`src/rtl/l3_memory_request_unit_pkg.sv`:
```
// Shared configuration for the L3 main-memory request path.
// Carries the cache-line geometry, the main-memory interface widths and the
// request-sequencing state type used by l3_memory_request_unit and
// mem_beat_sequencer. The optional watchdog is enabled with MEM_TIMEOUT_EN.
package l3_memory_request_unit_pkg;

    // Main-memory interface widths
    localparam int MAIN_MEMORY_ADDRESS_WIDTH = 16;
    localparam int MAIN_MEMORY_DATA_WIDTH    = 32;

    // L3-side word address width
    localparam int ADDRESS_WIDTH = 16;

    // Default line geometry: main-memory words per cache line
    localparam int CACHE_WORDS_PER_LINE = 4;

    // Request sequencing states
    typedef enum logic [2:0] {
        IDLE    = 3'd0,
        WB_BEAT = 3'd1,
        WB_GAP  = 3'd2,
        RD_BEAT = 3'd3,
        RD_GAP  = 3'd4,
        DONE    = 3'd5
    } mem_req_state_t;

endpackage

```
`src/rtl/l3_memory_request_unit_beat_sequencer.sv`:
```
// mem_beat_sequencer: walks the writeback and fill phases one word beat at a
// time. It owns the beat counter, the one-cycle gap between beats, beat
// completion detection and, when MEM_TIMEOUT_EN is defined, the per-beat
// watchdog that aborts a stuck transfer.
module mem_beat_sequencer
    import l3_memory_request_unit_pkg::*;
#(
    parameter int WORDS_PER_LINE = CACHE_WORDS_PER_LINE
`ifdef MEM_TIMEOUT_EN
    , parameter int TIMEOUT_CYCLES = 1024
`endif
) (
    input  logic                              clk,
    input  logic                              reset,
    input  logic                              start_wb,
    input  logic                              start_fill,
    input  logic                              fill_pending,
    input  logic                              mem_ready,
    output mem_req_state_t                    state,
    output logic [$clog2(WORDS_PER_LINE)-1:0] beat_idx,
    output logic                              beat_fire,
    output logic                              timeout
);

    localparam int BEAT_IDX_W = $clog2(WORDS_PER_LINE);
    localparam logic [BEAT_IDX_W-1:0] LAST_IDX = BEAT_IDX_W'(WORDS_PER_LINE - 1);

    mem_req_state_t        state_q;
    mem_req_state_t        state_d;
    logic [BEAT_IDX_W-1:0] idx_q;
    logic                  in_beat;
    logic                  last_beat;
    logic                  abort;

    assign in_beat   = (state_q == WB_BEAT) || (state_q == RD_BEAT);
    assign beat_fire = in_beat && mem_ready;
    assign last_beat = (idx_q == LAST_IDX);
    assign state     = state_q;
    assign beat_idx  = idx_q;

`ifdef MEM_TIMEOUT_EN
    localparam int WD_W = $clog2(TIMEOUT_CYCLES + 1);
    localparam logic [WD_W-1:0] WD_LIMIT = WD_W'(TIMEOUT_CYCLES - 1);

    logic [WD_W-1:0] wd_q;
    logic            timeout_q;

    assign abort   = in_beat && !mem_ready && (wd_q == WD_LIMIT);
    assign timeout = timeout_q;

    // Watchdog: count stalled request cycles, restart on each completed beat, latch the error
    always_ff @(posedge clk) begin
        if (reset) begin
            wd_q      <= '0;
            timeout_q <= 1'b0;
        end else begin
            if (in_beat && !mem_ready && !abort) begin
                wd_q <= wd_q + 1'b1;
            end else begin
                wd_q <= '0;
            end
            if (abort) begin
                timeout_q <= 1'b1;
            end
        end
    end
`else
    assign abort   = 1'b0;
    assign timeout = 1'b0;
`endif

    // State register
    always_ff @(posedge clk) begin
        if (reset) begin
            state_q <= IDLE;
        end else begin
            state_q <= state_d;
        end
    end

    // Beat counter: advances in each gap and wraps back to 0 after the last word
    always_ff @(posedge clk) begin
        if (reset) begin
            idx_q <= '0;
        end else if (abort) begin
            idx_q <= '0;
        end else if ((state_q == WB_GAP) || (state_q == RD_GAP)) begin
            idx_q <= idx_q + 1'b1;
        end
    end

    // Next state: writeback beats first, then fill beats, a gap after every beat
    always_comb begin
        state_d = state_q;
        case (state_q)
            IDLE: begin
                if (start_wb) begin
                    state_d = WB_BEAT;
                end else if (start_fill) begin
                    state_d = RD_BEAT;
                end
            end
            WB_BEAT: begin
                if (abort) begin
                    state_d = DONE;
                end else if (mem_ready) begin
                    state_d = WB_GAP;
                end
            end
            WB_GAP: begin
                if (!last_beat) begin
                    state_d = WB_BEAT;
                end else if (fill_pending) begin
                    state_d = RD_BEAT;
                end else begin
                    state_d = DONE;
                end
            end
            RD_BEAT: begin
                if (abort) begin
                    state_d = DONE;
                end else if (mem_ready) begin
                    state_d = RD_GAP;
                end
            end
            RD_GAP: begin
                state_d = last_beat ? DONE : RD_BEAT;
            end
            DONE: begin
                state_d = IDLE;
            end
            default: begin
                state_d = IDLE;
            end
        endcase
    end

endmodule

```
`src/rtl/l3_memory_request_unit.sv`:
```
// l3_memory_request_unit: initiator between the L3 cache controller and the
// main-memory controller. Captures one victim writeback and/or one line fill,
// issues them as single-word beats (writeback always first) and assembles the
// fill line for L3. Defining MEM_TIMEOUT_EN adds a per-beat watchdog that
// raises a sticky mem_timeout and aborts the stuck transfer.
module l3_memory_request_unit
    import l3_memory_request_unit_pkg::*;
#(
    parameter int WORDS_PER_LINE = CACHE_WORDS_PER_LINE
`ifdef MEM_TIMEOUT_EN
    , parameter int TIMEOUT_CYCLES = 1024
`endif
) (
    input  logic                                             clk,
    input  logic                                             reset,
    input  logic                                             l3_fill_valid,
    input  logic [ADDRESS_WIDTH-1:0]                         l3_fill_address,
    input  logic                                             l3_wb_valid,
    input  logic [ADDRESS_WIDTH-1:0]                         l3_wb_address,
    input  logic [WORDS_PER_LINE*MAIN_MEMORY_DATA_WIDTH-1:0] l3_wb_data,
    output logic                                             l3_req_ready,
    output logic                                             l3_wb_done,
    output logic                                             l3_fill_done,
    output logic [WORDS_PER_LINE*MAIN_MEMORY_DATA_WIDTH-1:0] l3_fill_data,
    output logic                                             main_memory_read_request,
    output logic                                             main_memory_write_request,
    output logic [MAIN_MEMORY_ADDRESS_WIDTH-1:0]             main_memory_address,
    output logic [MAIN_MEMORY_DATA_WIDTH-1:0]                main_memory_write_data,
    input  logic [MAIN_MEMORY_DATA_WIDTH-1:0]                main_memory_read_data,
    input  logic                                             main_memory_ready,
    output logic                                             mem_timeout
);

    localparam int BEAT_IDX_W = $clog2(WORDS_PER_LINE);
    localparam logic [ADDRESS_WIDTH-1:0] LINE_OFFSET_MASK = ADDRESS_WIDTH'(WORDS_PER_LINE - 1);

    typedef logic [WORDS_PER_LINE-1:0][MAIN_MEMORY_DATA_WIDTH-1:0] line_t;

    mem_req_state_t                       state;
    logic [BEAT_IDX_W-1:0]                beat_idx;
    logic                                 beat_fire;
    logic                                 accept;
    logic                                 has_wb;
    logic                                 has_fill;
    logic [MAIN_MEMORY_ADDRESS_WIDTH-1:0] wb_base;
    logic [MAIN_MEMORY_ADDRESS_WIDTH-1:0] fill_base;
    logic [MAIN_MEMORY_ADDRESS_WIDTH-1:0] wb_base_in;
    logic [MAIN_MEMORY_ADDRESS_WIDTH-1:0] fill_base_in;
    line_t                                wb_words;
    line_t                                fill_words;

    assign accept       = (state == IDLE) && (l3_wb_valid || l3_fill_valid);
    assign wb_base_in   = MAIN_MEMORY_ADDRESS_WIDTH'(l3_wb_address & ~LINE_OFFSET_MASK);
    assign fill_base_in = MAIN_MEMORY_ADDRESS_WIDTH'(l3_fill_address & ~LINE_OFFSET_MASK);

    assign l3_req_ready              = (state == IDLE);
    assign l3_wb_done                = (state == DONE) && has_wb;
    assign l3_fill_done              = (state == DONE) && has_fill;
    assign l3_fill_data              = fill_words;
    assign main_memory_write_request = (state == WB_BEAT);
    assign main_memory_read_request  = (state == RD_BEAT);

    mem_beat_sequencer #(
        .WORDS_PER_LINE (WORDS_PER_LINE)
`ifdef MEM_TIMEOUT_EN
        , .TIMEOUT_CYCLES (TIMEOUT_CYCLES)
`endif
    ) u_sequencer (
        .clk          (clk),
        .reset        (reset),
        .start_wb     (l3_wb_valid),
        .start_fill   (l3_fill_valid),
        .fill_pending (has_fill),
        .mem_ready    (main_memory_ready),
        .state        (state),
        .beat_idx     (beat_idx),
        .beat_fire    (beat_fire),
        .timeout      (mem_timeout)
    );

    // Capture the request on accept and pack returned read words into the fill line
    always_ff @(posedge clk) begin
        if (reset) begin
            has_wb     <= 1'b0;
            has_fill   <= 1'b0;
            wb_base    <= '0;
            fill_base  <= '0;
            wb_words   <= '0;
            fill_words <= '0;
        end else if (accept) begin
            has_wb    <= l3_wb_valid;
            has_fill  <= l3_fill_valid;
            wb_base   <= wb_base_in;
            fill_base <= fill_base_in;
            wb_words  <= l3_wb_data;
            if (l3_fill_valid) begin
                fill_words <= '0;
            end
        end else if (beat_fire && (state == RD_BEAT)) begin
            fill_words[beat_idx] <= main_memory_read_data;
        end
    end

    // Beat address and write data, driven only while a request is up
    always_comb begin
        main_memory_address    = '0;
        main_memory_write_data = '0;
        if (state == WB_BEAT) begin
            main_memory_address    = wb_base + MAIN_MEMORY_ADDRESS_WIDTH'(beat_idx);
            main_memory_write_data = wb_words[beat_idx];
        end else if (state == RD_BEAT) begin
            main_memory_address = fill_base + MAIN_MEMORY_ADDRESS_WIDTH'(beat_idx);
        end
    end

endmodule

```
`config.mk`:
```
export PLATFORM = sky130hd
export DESIGN_NAME = l3_memory_request_unit
export DESIGN_NICKNAME = d
export VERILOG_FILES = /design/src/rtl/l3_memory_request_unit_pkg.sv /design/src/rtl/l3_memory_request_unit_beat_sequencer.sv /design/src/rtl/l3_memory_request_unit.sv
export SDC_FILE = /design/constraint.sdc
export NUM_CORES = 1
export LEC_CHECK = 0
export ABC_AREA = 0
export BUFFER_PORTS_ARGS = -buffer_cell sky130_fd_sc_hd__buf_2
export CAP_MARGIN = 5
export CORE_AREA = 2 2 148 150
export CTS_BUF_LIST = sky130_fd_sc_hd__clkbuf_16
export CTS_CLUSTER_SIZE = 16
export DETAILED_ROUTE_END_ITERATION = 16
export DIE_AREA = 0 0 150 152
export PLACE_DENSITY = 0.84
export SLEW_MARGIN = 30
export SYNTH_ARGS = -nofsm -noshare
export SYNTH_HDL_FRONTEND = slang
export SYNTH_SLANG_ARGS = --single-unit
```
`constraint.sdc`:
```
create_clock -name clk -period 5.3 [get_ports clk]
set_input_delay 0 -clock clk [delete_from_list [all_inputs] [get_ports clk]]
set_output_delay 0 -clock clk [all_outputs]
set_load 0.02 [all_outputs]
```
## After elaboration in Yosys (flattened, before gate mapping)

Cells that the tools add are included.
Widths: inputs -> output; s select.

- Register bits: 291
- Bits of input ports: 197
- Output and inout port bits: 182

- Add/sub/neg operators: 3
- Magnitude comparators: 2
- Equality and inequality tests: 10
- Mux-type cells: 19
- Reduce and logical (&&, ||, !) cells: 13

Operators by type and width:

| operator | number |
|---|---|
| $mux 128 | 3 |
| $bwmux 128 | 1 |
| $mux 32 | 3 |
| $bmux 32 s2 | 1 |
| $demux 32 s2 | 1 |
| $add 16x2->16 | 2 |
| $mux 16 | 2 |
| $mux 3 | 7 |
| $pmux 3 s5 | 1 |
| $eq 3x2->1 const B | 2 |
| $eq 3x3->1 const B | 2 |
| $logic_and 1x1->1 | 6 |
| $ne 2x1->1 const B | 2 |
| $eq 3x1->1 const B | 1 |
| $logic_not 3->1 | 1 |
| $logic_or 1x1->1 | 3 |
| $lt 2x3->1 const B | 1 |
| $ne 3x3->1 const B | 1 |
| $reduce_and 3->1 | 1 |
| $add 2x1->2 const B | 1 |
| $eq 2x2->1 const B | 1 |
| $ge 2x1->1 const B | 1 |
| $ne 2x2->1 const B | 1 |
| $reduce_and 2->1 | 1 |
| $reduce_bool 2->1 | 1 |

## Depth between registers and ports, before layout

- Word-level depth: 7
- Gate-level depth with buffers: 9

## By module

A second synthesis with hierarchy kept.

- Cell total of the unflattened synthesis: 1159
- Area total of the unflattened synthesis: 11253.3 sq um

Modules (own cells, without submodules):

| module | instances | cells an instance | area each (sq um) | sequential area each (sq um) |
|---|---|---|---|---|
| l3_memory_request_unit | 1 | 1120 | 10925.5 | 5725.5 |
| mem_beat_sequencer | 1 | 39 | 327.8 | 100.1 |

## Worst setup path before layout

No wires, ideal clock.

- Path kind: reg2reg
- Start point: reg u_sequencer.idx_q[0], in the netlist u_sequencer.beat_idx[0]
- End point: reg fill_words (netlist bit l3_fill_data[65])
- Arrival time: 1.764 ns
- Data required time: 5.235 ns
- Path slack: 3.471 ns
- Stages on the path, launching flop included: 10
- Path through: dfxtp_1 buf_2 buf_1 inv_1 ha_1 nand4_1 a21o_1 buf_6 a22oi_1 nor2_1

- Cells in the longest elaborated chain, start to end: 7

RTL lines:

| item | RTL line | RTL |
|---|---|---|
| start, declared | l3_memory_request_unit_beat_sequencer.sv:30 | `logic [BEAT_IDX_W-1:0] idx_q;` |
| start signal, assigned | l3_memory_request_unit_beat_sequencer.sv:88 | `idx_q <= idx_q + 1'b1;` |
| $lt 2x3->1 (not written as such) or $ge 2x1->1 (tied branches) | l3_memory_request_unit.sv:100 | `fill_words[beat_idx] <= main_memory_read_data;` |
| $logic_and 1x1->1 (not written as such) | l3_memory_request_unit.sv:100 |  |
| $mux 32 (not written as such) | l3_memory_request_unit.sv:100 |  |
| $demux 32 s2 * | l3_memory_request_unit.sv:100 |  |
| $bwmux 128 * | l3_memory_request_unit.sv:100 |  |
| $mux 128 * | l3_memory_request_unit.sv:99 | `end else if (beat_fire && (state == RD_BEAT)) begin` |
| $mux 128 * | l3_memory_request_unit.sv:90 | `end else if (accept) begin` |
| end signal, assigned by index | l3_memory_request_unit.sv:100 |  |
| end, declared | l3_memory_request_unit.sv:50 | `line_t fill_words;` |

Every way passes the cells marked *; elsewhere a longest branch is shown, timed or not. The select of a mux whose other input is x is not followed.
A chain may end at the register's enable or synchronous reset.

## Final worst setup path

- Start point: reg u_sequencer.state_q[2], in the netlist u_sequencer.state[2]
- End point: reg wb_words[22] in the netlist's numbering

- Cells in the longest elaborated chain, start to end: 2

RTL lines:

| item | RTL line | RTL |
|---|---|---|
| start, declared | l3_memory_request_unit_beat_sequencer.sv:28 | `mem_req_state_t state_q;` |
| start signal, assigned | l3_memory_request_unit_beat_sequencer.sv:77 | `state_q <= state_d;` |
| $logic_not 3->1 | l3_memory_request_unit.sv:52 | `assign accept = (state == IDLE) && (l3_wb_valid \|\| l3_fill_valid);` |
| $logic_and 1x1->1 | l3_memory_request_unit.sv:52 |  |
| end signal, assigned | l3_memory_request_unit.sv:95 | `wb_words <= l3_wb_data;` |
| end, declared | l3_memory_request_unit.sv:49 | `line_t wb_words;` |

Every way passes these cells.

==> impl_metrics.tcl <==
set metrics [dict create \
    outcome "complete, no violations" \
    r2r-end "wb_words[22]" \
    worstHoldStart "l3_wb_data[127]" \
    synth_edf_count 0 \
    total_power_mw 5.20 \
    coreArea_sq_um 21400 \
    fp.dieH_um 152 \
    grt_max_degree 159 \
    die_w_um 150 \
    required_ns 5.75 \
    grt_pass1_vias 12400 \
    grt_usage_pct 35.9 \
    synth_nets 1465 \
    yosysUniqueCellTypes 34 \
    hold_violations 0 \
    ios 379 \
    htreeDepth 1 \
    ys_ff_latch 291 \
    cellPowerDensity_nw_per_um2 328 \
    drive_gt1_share_pct 26.1 \
    slew_headroom_pct 37.2 \
    cap_violations 0 \
    hp-class "in -> reg" \
    grt-ovfl-total 0 \
    crit_path_start_kind "register" \
    crit_type "reg -> reg" \
    rrSetupSlack_ns 2.34 \
    tightest_slew_ns 0.940 \
    startpoint "u_sequencer.state[2]" \
    vias 12100 \
    synthCells 1264 \
    grt_first_pass_wirelength_um 65200 \
    tns_ns 0 \
    synth_top_cells_by_area "dfxtp_1, nand2_1, a22oi_1" \
    cts_tree "done" \
    grt_setup_unrepaired "false" \
    yosysSeqAreaShare_pct 51.8 \
    dieArea_sq_um 22800 \
    antenna_left 0 \
    cts_buffers 29 \
    synth_flop_cell "dfxtp_1" \
    avgSynthCellArea_sq_um 8.90 \
    clkTransAtPathRegs_ns 0.06 \
    start_util_pct 52.7 \
    clk_latency_ns 0.54 \
    ys_async_sr_fraction_pct 0 \
    worstSetupEndpointType "register" \
    dp_slack_ns 2.75 \
    rows 54 \
    vias_per_cell 5.86 \
    wl_um 42900 \
    arrival_ns 3.41 \
    endpoint "wb_words[22]" \
    ir_worst_vdd_mv 0.226 \
    p_leak_nw 6.90 \
    placed_cell_area_sq_um 13100 \
    final_area_sq_um 15900 \
    cts_buffer_depth 3 \
    ys_warn_count 0 \
    nFillCells 1366 \
    cts_resized 0 \
    post-route-period-util_pct 55.8 \
    num-nets-final 1968 \
    portBuffers 373 \
    place.gp.congestion 0.864 \
    timing.hold.ws_ns 0.252 \
    firstDrtPassIters 6 \
    root_buffer "clkbuf_16" \
    antenna_found_initial 4 \
    yosysTopAreaCell "dfxtp_1" \
    slew_violations 0 \
    fmax_ghz 0.338 \
    setup_violations 0 \
    cp_max_fo 67 \
    cts_sinks 291 \
    ff2ff_path_depth 5 \
    clock_skew_ns 0.0129 \
    period_minus_slack_ns 2.96 \
    post_drt_wl_per_cell_um 20.8 \
    setup_ws_ns 2.34 \
    drt_iter0_markers 1323 \
    synth_top_area_share_pct 51.8 \
    route.detailed.drc 0 \
    synthesis.area_sq_um 11200 \
    r2r_start "u_sequencer.state[2]" \
    dp_hpwl_um 21500 \
    area_delta_synth_final_pct 41.2 \
]
-- Yosys cell counts (all sizes together), types with 2 or more instances --
cell      n
nand2   317
clkbuf   40
nor2b     5
buf      69
and2b     2
dfxtp   291
a22o     14
a21o      4
o21ai     4
nor2    137
and2     35
and3      2
a22oi   128
ha        4
inv       3
a21oi   162
mux4     32
nand4     4
-- registers in the layout (all words and copies together) (netlist names) --
register and cells:
l3_fill_data 128, wb_words 128, fill_base 14, wb_base 14, u_sequencer.state 3, u_sequencer.beat_idx 2
has_fill 1, has_wb 1
-- report_power, final --
group,switching [mW],internal [mW]
clock,0.837,1.03
combinational,0.550,0.368
sequential,0.100,2.32
-- metrics by stage --
stage,std cells,util (%)
4_1_cts,2060,74.1
2_1_floorplan,1264,-
5_1_grt,2065,74.3
3_5_place_dp,1822,61.3
6_report,2066,74.3
3_3_place_gp,1820,61.1
-- critical path, stage by stage, from the launching register on --
cell,delay (ns)
dfxtp_1,0.56
nor3_4,0.44
and2b_4,0.56
buf_4,0.65
nand2_1,0.37
a21oi_1,0.24
-- how the worst min path moves through the flow --
stage	to	slack, ns	cells after the start
finish	wb_words[127]	0.25	4
global route	wb_words[126]	0.26	4
CTS	u_sequencer.beat_idx[1]	0.21	2
detailed placement	wb_words[63]	0.25	3
global placement	wb_words[46]	0.24	3
floorplan	wb_words[0]	0.14	2
-- per-layer routing --
layer | track usage, % | vias up | share of wire [%]
li1 | - | 5305 | -
met1 | 39.2 | 5622 | 33
met2 | 60.9 | 927 | 49
met3 | 9.52 | 263 | 10
met4 | 23.9 | 0 | 7.4
met5 | 0 | - | 0
-- cell usage in the layout (no fill, tap or decap), types with 3 or more instances in the layout --
| cell type | count |
|---|---|
| buf_2 | 372 |
| nand2_1 | 317 |
| dfxtp_1 | 289 |
| dlygate4sd3_1 | 193 |
| a21oi_1 | 162 |
| nor2_1 | 133 |
| a22oi_1 | 128 |
| and2_1 | 35 |
| mux4_2 | 32 |
| clkbuf_16 | 29 |
| a22o_1 | 14 |
| inv_1 | 12 |
| buf_4 | 11 |
| nor2b_1 | 5 |
| diode_2 | 4 |
| nand4_1 | 4 |
| ha_1 | 4 |
| clkinv_1 | 4 |
| nor2_4 | 3 |
| a21o_1 | 3 |
| o21ai_0 | 3 |
-- cells by family (layout without fill, tap and decap cells) --
logic type / Yosys count / after routing / synth area share, %
muxes: 33 / 33 / 6.50
other: 1 / 5 / 0.0334
adders and majority gates: 4 / 4 / 0.445
and+or+nand+nor: 506 / 506 / 18.2
DFF: 291 / 291 / 51.8
buffers and inverters: 112 / 630 / 5.24
xor gates and xnor gates: 1 / 1 / 0.0779
AOI/OAI and AO/OA: 316 / 316 / 17.7
-- cell type report --
cell class	count	area, sq um	share of cell area, %
clock buffers	29	726	4.57
clock inverters	17	98.8	0.623
multi-input cells	861	4870	30.7
repair buffers	581	3980	25.1
inverters	3	11.3	0.0709
well taps	280	350	2.21
flip-flops and latches	291	5830	36.7
diodes	4	10.0	0.0631
-- repair_timing --
| action | CTS | global route |
|---|---|---|
| hold endpoints to repair | 288 | 36 |
| buffers inserted | 0 | 0 |
| hold buffers | 192 | 1 |
(Power assumes the default switching activity.)
